--- src/rtl/level_sensor_filter_if.sv ---
// level_sensor_filter_if
// ----------------------
// Bundles the signals between the float-switch conditioning stage and the
// rest of the system. The raw contacts and the fault-clear request go into
// the filter. The clean levels, the indicator code and the fault flag come out.
//
// Signals:
//   ug_ll_raw    raw underground low-level switch (1 = water present), async
//   uh_hl_raw    raw overhead high-level switch (1 = at/above high mark), async
//   uh_ll_raw    raw overhead low-level switch (1 = at/above low mark), async
//   fault_clr    synchronous request to clear a latched sensor fault
//   ug_ll        filtered underground level, forced 0 while sensor_fault = 1
//   uh_hl        debounced overhead high level
//   uh_ll        debounced overhead low level
//   uh_level     indicator code: 0 empty, 1 mid, 2 full, 3 invalid
//   sensor_fault latched plausibility fault
//
// Modports:
//   slave  - the filter itself
//   master - whatever drives the raw contacts and consumes the results

interface level_sensor_filter_if;
   logic       ug_ll_raw;
   logic       uh_hl_raw;
   logic       uh_ll_raw;
   logic       fault_clr;
   logic       ug_ll;
   logic       uh_hl;
   logic       uh_ll;
   logic [1:0] uh_level;
   logic       sensor_fault;

   modport slave (
      input  ug_ll_raw,
      input  uh_hl_raw,
      input  uh_ll_raw,
      input  fault_clr,
      output ug_ll,
      output uh_hl,
      output uh_ll,
      output uh_level,
      output sensor_fault
   );

   modport master (
      output ug_ll_raw,
      output uh_hl_raw,
      output uh_ll_raw,
      output fault_clr,
      input  ug_ll,
      input  uh_hl,
      input  uh_ll,
      input  uh_level,
      input  sensor_fault
   );
endinterface

--- src/rtl/level_sensor_filter.sv ---
// level_sensor_filter
// -------------------
// Conditioning stage that sits in front of the pump controller. It takes the
// three raw float-switch contacts and gives each one a 2-flop synchroniser
// and a debouncer. The stage then checks the overhead pair for plausibility.
// If the high switch stays wet while the low switch reads dry for long
// enough, a sensor fault latches. The fault holds the underground level at 0,
// so the controller sees the pump-safe condition.
//
// Ports:
//   clk       system clock, everything on the rising edge
//   rst       asynchronous active-high reset
//   sensorBus level_sensor_filter_if.slave (raw contacts, fault_clr, results)
//
// Parameters:
//   DEBOUNCE_CYCLES  consecutive disagreeing cycles before a debounced value
//                    flips (must be at least 2)
//   FAULT_CYCLES     consecutive implausible cycles before the fault latches
//                    (must be at least 1)

module level_sensor_filter #(
   parameter int DEBOUNCE_CYCLES = 16,
   parameter int FAULT_CYCLES    = 64
) (
   input logic                  clk,
   input logic                  rst,
   level_sensor_filter_if.slave sensorBus
);

   localparam int CNT_W = $clog2(DEBOUNCE_CYCLES);
   localparam int FC_W  = $clog2(FAULT_CYCLES + 1);

   localparam logic [CNT_W-1:0] CNT_LAST = CNT_W'(DEBOUNCE_CYCLES - 1);
   localparam logic [FC_W-1:0]  FC_MAX   = FC_W'(FAULT_CYCLES);
   localparam logic [FC_W-1:0]  FC_LAST  = FC_W'(FAULT_CYCLES - 1);

   localparam int CH_UG = 0;
   localparam int CH_HL = 1;
   localparam int CH_LL = 2;

   logic [2:0]       rawVec;
   logic [2:0]       syncA_q;
   logic [2:0]       syncB_q;
   logic [2:0]       db_q;
   logic [2:0]       db_d;
   logic [CNT_W-1:0] cnt_q [3];
   logic [CNT_W-1:0] cnt_d [3];
   logic [FC_W-1:0]  fcnt_q;
   logic [FC_W-1:0]  fcnt_d;
   logic             fault_q;
   logic             fault_d;
   logic             imp;
   logic             setFault;

   assign rawVec = {sensorBus.uh_ll_raw, sensorBus.uh_hl_raw, sensorBus.ug_ll_raw};

   // Two-stage synchroniser for all three contacts. The contacts are
   // asynchronous to clk, so only syncB_q is used by the logic below.
   always_ff @(posedge clk or posedge rst) begin
      if (rst) begin
         syncA_q <= '0;
         syncB_q <= '0;
      end else begin
         syncA_q <= rawVec;
         syncB_q <= syncA_q;
      end
   end

   // Debounce next-state, with each channel handled independently. The
   // counter tracks how long the synchronised input has disagreed with the
   // debounced value. Any agreement sends the count back to zero, so only an
   // unbroken run of DEBOUNCE_CYCLES disagreeing cycles flips the value.
   always_comb begin
      db_d = db_q;
      for (int ch = 0; ch < 3; ch++) begin
         cnt_d[ch] = cnt_q[ch];
         if (syncB_q[ch] == db_q[ch]) begin
            cnt_d[ch] = '0;
         end else if (cnt_q[ch] == CNT_LAST) begin
            db_d[ch]  = syncB_q[ch];
            cnt_d[ch] = '0;
         end else begin
            cnt_d[ch] = cnt_q[ch] + CNT_W'(1);
         end
      end
   end

   // High switch wet while the low switch is dry cannot happen with a healthy
   // tank. This is judged on the debounced values, so switch bounce alone
   // never counts toward a fault.
   assign imp      = db_q[CH_HL] & ~db_q[CH_LL];
   assign setFault = imp && (fcnt_q == FC_LAST);

   // Fault counter and latch next-state. The counter saturates, so a fault
   // that is held with imp still present does not wrap around. A clear is
   // honoured only once the overhead pair reads plausible again. Setting
   // needs imp and clearing needs its absence, so a set on the same edge as
   // a clear request always wins.
   always_comb begin
      fcnt_d  = fcnt_q;
      fault_d = fault_q;
      if (!imp) begin
         fcnt_d = '0;
      end else if (fcnt_q != FC_MAX) begin
         fcnt_d = fcnt_q + FC_W'(1);
      end
      if (setFault) begin
         fault_d = 1'b1;
      end else if (sensorBus.fault_clr && !imp) begin
         fault_d = 1'b0;
         fcnt_d  = '0;
      end
   end

   // State registers for the debouncers and the fault logic. Reset discards
   // any partly finished debounce or fault count.
   always_ff @(posedge clk or posedge rst) begin
      if (rst) begin
         db_q    <= '0;
         fcnt_q  <= '0;
         fault_q <= 1'b0;
         for (int ch = 0; ch < 3; ch++) begin
            cnt_q[ch] <= '0;
         end
      end else begin
         db_q    <= db_d;
         fcnt_q  <= fcnt_d;
         fault_q <= fault_d;
         for (int ch = 0; ch < 3; ch++) begin
            cnt_q[ch] <= cnt_d[ch];
         end
      end
   end

   // The underground level is masked by the fault, so it drops in the same
   // cycle the fault rises. The overhead levels are never masked, so the
   // indicator still shows the invalid code while the fault is active.
   assign sensorBus.ug_ll        = db_q[CH_UG] & ~fault_q;
   assign sensorBus.uh_hl        = db_q[CH_HL];
   assign sensorBus.uh_ll        = db_q[CH_LL];
   assign sensorBus.sensor_fault = fault_q;

   // Indicator code from the {high, low} debounced pair.
   always_comb begin
      sensorBus.uh_level = 2'd0;
      case ({db_q[CH_HL], db_q[CH_LL]})
         2'b00:   sensorBus.uh_level = 2'd0;
         2'b01:   sensorBus.uh_level = 2'd1;
         2'b11:   sensorBus.uh_level = 2'd2;
         default: sensorBus.uh_level = 2'd3;
      endcase
   end

endmodule

--- src/flat_wrapper.sv ---
// flat-port wrapper written by rule: the top's interface ports become plain ports
module level_sensor_filter_flat 
#(
   parameter int DEBOUNCE_CYCLES = 16,
   parameter int FAULT_CYCLES    = 64
)
  (clk, rst, sensorBus_ug_ll_raw, sensorBus_uh_hl_raw, sensorBus_uh_ll_raw, sensorBus_fault_clr, sensorBus_ug_ll, sensorBus_uh_hl, sensorBus_uh_ll, sensorBus_uh_level, sensorBus_sensor_fault);
  level_sensor_filter_if sensorBus_i ();
  input logic clk;
  input logic rst;
  input wire logic [$bits(sensorBus_i.ug_ll_raw)-1:0] sensorBus_ug_ll_raw;
  input wire logic [$bits(sensorBus_i.uh_hl_raw)-1:0] sensorBus_uh_hl_raw;
  input wire logic [$bits(sensorBus_i.uh_ll_raw)-1:0] sensorBus_uh_ll_raw;
  input wire logic [$bits(sensorBus_i.fault_clr)-1:0] sensorBus_fault_clr;
  output wire logic [$bits(sensorBus_i.ug_ll)-1:0] sensorBus_ug_ll;
  output wire logic [$bits(sensorBus_i.uh_hl)-1:0] sensorBus_uh_hl;
  output wire logic [$bits(sensorBus_i.uh_ll)-1:0] sensorBus_uh_ll;
  output wire logic [$bits(sensorBus_i.uh_level)-1:0] sensorBus_uh_level;
  output wire logic [$bits(sensorBus_i.sensor_fault)-1:0] sensorBus_sensor_fault;
  assign sensorBus_i.ug_ll_raw = sensorBus_ug_ll_raw;
  assign sensorBus_i.uh_hl_raw = sensorBus_uh_hl_raw;
  assign sensorBus_i.uh_ll_raw = sensorBus_uh_ll_raw;
  assign sensorBus_i.fault_clr = sensorBus_fault_clr;
  assign sensorBus_ug_ll = sensorBus_i.ug_ll;
  assign sensorBus_uh_hl = sensorBus_i.uh_hl;
  assign sensorBus_uh_ll = sensorBus_i.uh_ll;
  assign sensorBus_uh_level = sensorBus_i.uh_level;
  assign sensorBus_sensor_fault = sensorBus_i.sensor_fault;
  level_sensor_filter #(.DEBOUNCE_CYCLES(DEBOUNCE_CYCLES), .FAULT_CYCLES(FAULT_CYCLES)) u_core (.clk(clk), .rst(rst), .sensorBus(sensorBus_i));
endmodule
--- config.mk ---
export PLATFORM = sky130hd
export DESIGN_NAME = level_sensor_filter_flat
export DESIGN_NICKNAME = d
export VERILOG_FILES = /design/src/rtl/level_sensor_filter_if.sv /design/src/rtl/level_sensor_filter.sv /design/src/flat_wrapper.sv
export SDC_FILE = /design/constraint.sdc
export NUM_CORES = 1
export LEC_CHECK = 0
export CAP_MARGIN = 0
export CELL_PAD_IN_SITES_DETAIL_PLACEMENT = 0
export CELL_PAD_IN_SITES_GLOBAL_PLACEMENT = 2
export CORE_UTILIZATION = 33
export CTS_CLUSTER_DIAMETER = 100
export DETAILED_ROUTE_END_ITERATION = 10
export GPL_ROUTABILITY_DRIVEN = 0
export MAX_ROUTING_LAYER = met4
export PLACE_DENSITY = 0.75
export SYNTH_ARGS = -nofsm -noshare
export SYNTH_HDL_FRONTEND = slang
export SYNTH_SLANG_ARGS = --single-unit
--- constraint.sdc ---
create_clock -name clk -period 1.5 [get_ports clk]
set_input_delay 0.3 -clock clk [delete_from_list [all_inputs] [get_ports clk]]
set_output_delay 0.3 -clock clk [all_outputs]
set_load 0.03 [all_outputs]
**After elaboration in Yosys (flattened, before gate mapping)**

Cells that the tools add are included.

- Register bits after elaboration: 29
- Input bits: 6
- Output and inout port bits: 6
- Word-level logic and storage cells: 52

- Add/sub/neg operators: 4
- Equality and inequality tests: 10
- Muxes and demuxes: 13
- Bitwise gates (word level): 7
- Reductions and logical operators: 8

Operator list:

| cell | number |
|---|---|
| $mux W7 | 4 |
| $mux W4 | 6 |
| $add A4 B1 Y4 const B | 3 |
| $eq A4 B4 Y1 const B | 3 |
| $add A7 B1 Y7 const B | 1 |
| $eq A7 B6 Y1 const B | 1 |
| $ne A7 B7 Y1 const B | 1 |
| $pmux W2 S3 | 1 |
| $reduce_and A2 Y1 | 3 |
| $not A1 Y1 | 5 |
| $eq A1 B1 Y1 | 3 |
| $and A1 B1 Y1 | 2 |
| $eq A2 B1 Y1 const B | 1 |
| $eq A2 B2 Y1 const B | 1 |
| $logic_and A1 B1 Y1 | 2 |
| $logic_not A2 Y1 | 1 |
| $mux W1 | 2 |
| $reduce_bool A2 Y1 | 1 |
| $logic_not A1 Y1 | 1 |

**Logic depth before layout (Yosys ltp)**

- Word-level depth: 6
- Depth in mapped cells: 5
- Depth with buffers taken out: 5

**Worst setup path after synthesis**

Ideal clock, no wire load.

- Path kind: register to register
- Start point: register u_core.db_q[1]
- End point: register u_core.fault_q, in the netlist u_core.sensorBus.sensor_fault
- Library setup time: 0.067 ns
- Data arrival time: 1.552 ns
- Data required time: 1.433 ns
- Setup slack: -0.118 ns
- Stages on the path, launching flop included: 5
- Path buffers: 0
- Clock period less this slack: 1.618 ns
- Path through: dfrtp_1 > ha_1 > inv_1 > or4_1 > nand2_1

- Longest elaborated chain between the ends: 4
- Elaborated cells between the ends (all ways): 6
- Classes of those cells: mux (1); bitwise (1); reduce/logical (4)

Ends and longest elaborated chain:

| what | RTL line | text |
|---|---|---|
| start: declaration | level_sensor_filter.sv:44 | `logic [2:0] db_q;` |
| start signal: assignment | level_sensor_filter.sv:119 | `db_q <= '0;` |
| start signal: assignment | level_sensor_filter.sv:126 | `db_q <= db_d;` |
| $and A1 B1 Y1 * | level_sensor_filter.sv:91 | `assign imp = db_q[CH_HL] & ~db_q[CH_LL];` |
| $logic_not A1 Y1 | -- |  |
| $logic_and A1 B1 Y1 | level_sensor_filter.sv:109 | `end else if (sensorBus.fault_clr && !imp) begin` |
| $reduce_bool A2 Y1 (no line) | -- |  |
| end signal: assignment | level_sensor_filter.sv:128 | `fault_q <= fault_d;` |
| end: declaration | level_sensor_filter.sv:50 | `logic fault_q;` |

Every way passes the cells marked *; elsewhere a longest branch is shown, timed or not.
A chain may end at the register's enable or synchronous reset.

**Worst setup path in the final report**

- Start point: register u_core.db_q[1]
- End point: output port sensorBus_uh_level[1]

- Longest elaborated chain between the ends: 2
- Elaborated cells between the ends (all ways): 4
- Classes of those cells: eq/ne (2); mux (1); reduce/logical (1)

Ends and longest elaborated chain:

| what | RTL line | text |
|---|---|---|
| $eq A2 B2 Y1, or another cell as far along | level_sensor_filter.sv:146 | `case ({db_q[CH_HL], db_q[CH_LL]})` |
| $pmux W2 S3 * | level_sensor_filter.sv:146 |  |
| end: declaration | flat_wrapper.sv:18 | `output wire logic [$bits(sensorBus_i.uh_level)-1:0] sensorBus_uh_level;` |

Marks and branches as above.

==> results by group <==
Yosys
  • Cell Area, Synth: 1270 µm²
  • Synth Register Bits: 29
  • Sequential cell area fraction in the yosys report: 0.573
  • Synth cell types: 24
  • Syn Nets: 120
  • Yosys warns: 0
  • Post-Syn Area per Cell: 11.8 µm²
  • Cell count after synthesis: 107

STA
  • Setup TNS: -0.0525 ns
  • Peak Freq: ~640 MHz
  • Fin crit period: 1.55 ns
  • Final worst slack: -0.0525 ns
  • Final hold violations: 0
  • Setup-failing EPs final: 1
  • Clk_skew: 0.00111 ns
  • RSZ-0062 raised after global routing: true
  • Relative slew slack: 0.763
  • Period utilisation layout: 1.04
  • Slew Viols, Final: 0
  • Slew @ Worst Pin: 0.353 ns

Global routing
  • Vias in the first global route: 896
  • First-pass GRT wire length: 3890 µm
  • GRT overflow: 0
  • All-Layer GR Usage: 0.134
  • Initial antenna violation count: 0
  • Largest net degree at the start of global routing: 30

Critical path
  • CP required: between 1 and 1.5 ns
  • Launching point of the worst reg2reg path: u_core.db_q[2]$_DFFE_PP0P_
  • Setup crit end kind: output port
  • Kind of critical path: flop to output port
  • Top Family by Delay on Critical Path: flip-flops
  • Startpoint types: flop
  • Crit-path cells: ha_4, or2_4, buf_6
  • Number of cells on the worst reg-to-reg path: 6
  • CP Buf/Inv Count: 1
  • Critical path arrival: approximately 1.3 ns
  • Critical path's slowest cell: dfrtp_2
  • Crit-path max cell delay: 0.43 ns
  • Crit Path Max Fanout: 3
  • Reg2Reg Setup Slack: 0.06 ns
  • Worst reg2reg path endpoint: u_core.fcnt_q[6]$_DFF_PP0_

Floorplan
  • Die area: 4090 µm²
  • Row count: 22
  • DIE WIDTH: ~64 µm
  • Core area: ~3700 µm²
  • Die Y: 63.9 µm
  • Starting density of the core: 0.346
  • I/O pin count: 12

Placement
  • Setup WS pre-CTS: -0.253 ns
  • Port Buffers: 11
  • Post-DP HPWL: ~1500 µm
  • Placed Cells: 176

Layout
  • Post-layout net count: 148
  • Area growth syn-to-layout: 28.2%
  • Fin util: 0.443
  • N_diodes: 0
  • FILL cells: 337
  • Final cell count without fillers: 184
  • Layout cells sized above 1: 0.279

Worst hold path
  • HP Class: input pin to async pin

Clock network
  • Post-CTS setup buffers: 0
  • CTS Sinks: 29
  • CTS clk-pin slew, worst paths: 0.06 ns
  • Total CTS buffers: 5
  • CTS tree: yes
  • Clk_lat worst skew: between 0.2 and 0.3 ns
  • Clk buf depth: 2
  • CTS Root Cell: clkbuf_8
  • # H-tree levels: 2

Drt
  • WL per Instance: 11.7 µm
  • Post-DR vias/cell: between 4 and 5
  • DRT Wirelength: 2150 µm
  • Vias: 849
  • Pre-antenna DRT Iters: 4
  • Final ANT Viol Nets: 0
  • Detailed router's first-iteration violation count: 12
  • DRC: 0

Job
  • Max_cap viols: 0

Status
  • Status: complete, but fails checks
  • Failing checks: negative setup slack

Power
  • Peak supply drop: just over 0.6 mV
  • Lkg Pwr: 0.732 nW
  • Power Density: 937 nW/µm²
  • Tot Pwr: 1.52 mW
==> worst reg2reg max path, cell delays in order (launching register included) <==
cell and delay [ns]:
dfrtp_2 0.42, inv_2 0.07, ha_4 0.13, buf_4 0.13
inv_1 0.05, or4_4 0.51, nand2_1 0.07
==> routing by layer <==
metal  share of wire  wire length [µm]  vias to the layer above  GRT usage
li1                -                 -                      423          -
met1            0.48              1030                      403      0.156
met2            0.44               943                       16      0.191
met3           0.049               106                        7     0.0482
met4           0.032                68                        0     0.0938
met5               0                 0                        -          -
==> synth_stat cells <==
cell	count	area share
nand4b_1	3	0.021
xor2_1	2	0.014
ha_1	7	0.069
o41ai_2	1	0.013
inv_1	10	0.030
nor2b_1	4	0.020
or2_2	1	0.0049
o21ai_0	5	0.020
o21ai_2	2	0.014
a21oi_1	7	0.028
or4_4	1	0.0089
dfrtp_1	29	0.57
or4_1	1	0.0059
nor3b_1	3	0.018
nor3b_2	1	0.0099
xnor2_1	7	0.048
nor2_1	6	0.018
or3_1	1	0.0049
nand3_1	5	0.020
nor3_1	1	0.0039
o211ai_1	1	0.0059
nand2_1	5	0.015
mux2_2	3	0.027
o211ai_2	1	0.0099
==> final cells by class <==
type	instances	area, µm²	area share
flip-flops and latches	29	728	0.449
clock inverters	2	10.0	0.00617
clock buffers	6	72.6	0.0447
well taps	48	60.1	0.0370
inverters	10	37.5	0.0231
multi-input cells	68	524	0.323
repair buffers	21	190	0.117
==> per-stage QoR <==
step / instance area (µm²) / hold WS (ns)
floorplan: 1280 / 0.331
global placement: 1540 / 0.333
detailed placement: 1540 / 0.338
CTS: 1620 / 0.355
global route: 1620 / 0.363
finish: 1620 / 0.357
==> worst max-delay path by stage <==
stage | cells past startpoint | end | start
global route | 3 | sensorBus_uh_level[1] | u_core.db_q[1]$_DFFE_PP0P_
CTS | 3 | sensorBus_uh_level[1] | u_core.db_q[1]$_DFFE_PP0P_
finish | 3 | sensorBus_uh_level[1] | u_core.db_q[1]$_DFFE_PP0P_
floorplan | 5 | u_core.sensorBus.sensor_fault$_DFFE_PP0P_ | u_core.db_q[2]$_DFFE_PP0P_
global placement | 3 | sensorBus_uh_level[1] | u_core.db_q[1]$_DFFE_PP0P_
detailed placement | 3 | sensorBus_uh_level[1] | u_core.db_q[1]$_DFFE_PP0P_
==> layout by cell type (no fill, tap or decap), types with 2 or more instances in the layout <==
cell type,instances
xnor2_1,7
nor2b_1,4
ha_1,5
clkbuf_8,5
mux2_2,3
a21oi_1,7
inv_1,9
o21ai_0,5
clkdlybuf4s50_1,5
clkbuf_2,2
buf_6,2
o21ai_2,2
clkinv_2,2
nand2_1,5
nand4b_1,3
buf_4,9
dfrtp_1,27
nor2_1,6
nor3b_1,3
xor2_1,2
or4_4,2
dfrtp_2,2
nand3_1,5
==> flip-flops by register name, indices dropped and copies added, names as in the netlist <==
| name | cells |
|---|---|
| u_core.cnt_q | 12 |
| u_core.db_q | 3 |
| u_core.fcnt_q | 7 |
| u_core.sensorBus.sensor_fault | 1 |
| u_core.syncA_q | 3 |
| u_core.syncB_q | 3 |
==> power by group <==
group	total, mW	leakage, nW	internal, mW	switching [mW]
logic	0.0835	0.307	0.0436	0.0399
clock network	0.603	0.0450	0.320	0.283
registers	0.834	0.380	0.811	0.0236
==> repair_timing <==
| item | CTS | global route |
|---|---|---|
| resized for setup | 15 | 7 |
| endpoints found under the setup margin | 8 | 6 |
| hold buffers | 0 | 0 |
==> cell families after synthesis <==
logic type,share of synthesized area
AOI/OAI and AO/OA,0.0899
xor gates and xnor gates,0.0623
buffers and inverters,0.0296
DFF,0.573
muxes,0.0267
adders and majority gates,0.0692
and+or+nand+nor,0.149
No activity file was read; power rests on OpenSTA's default activity.
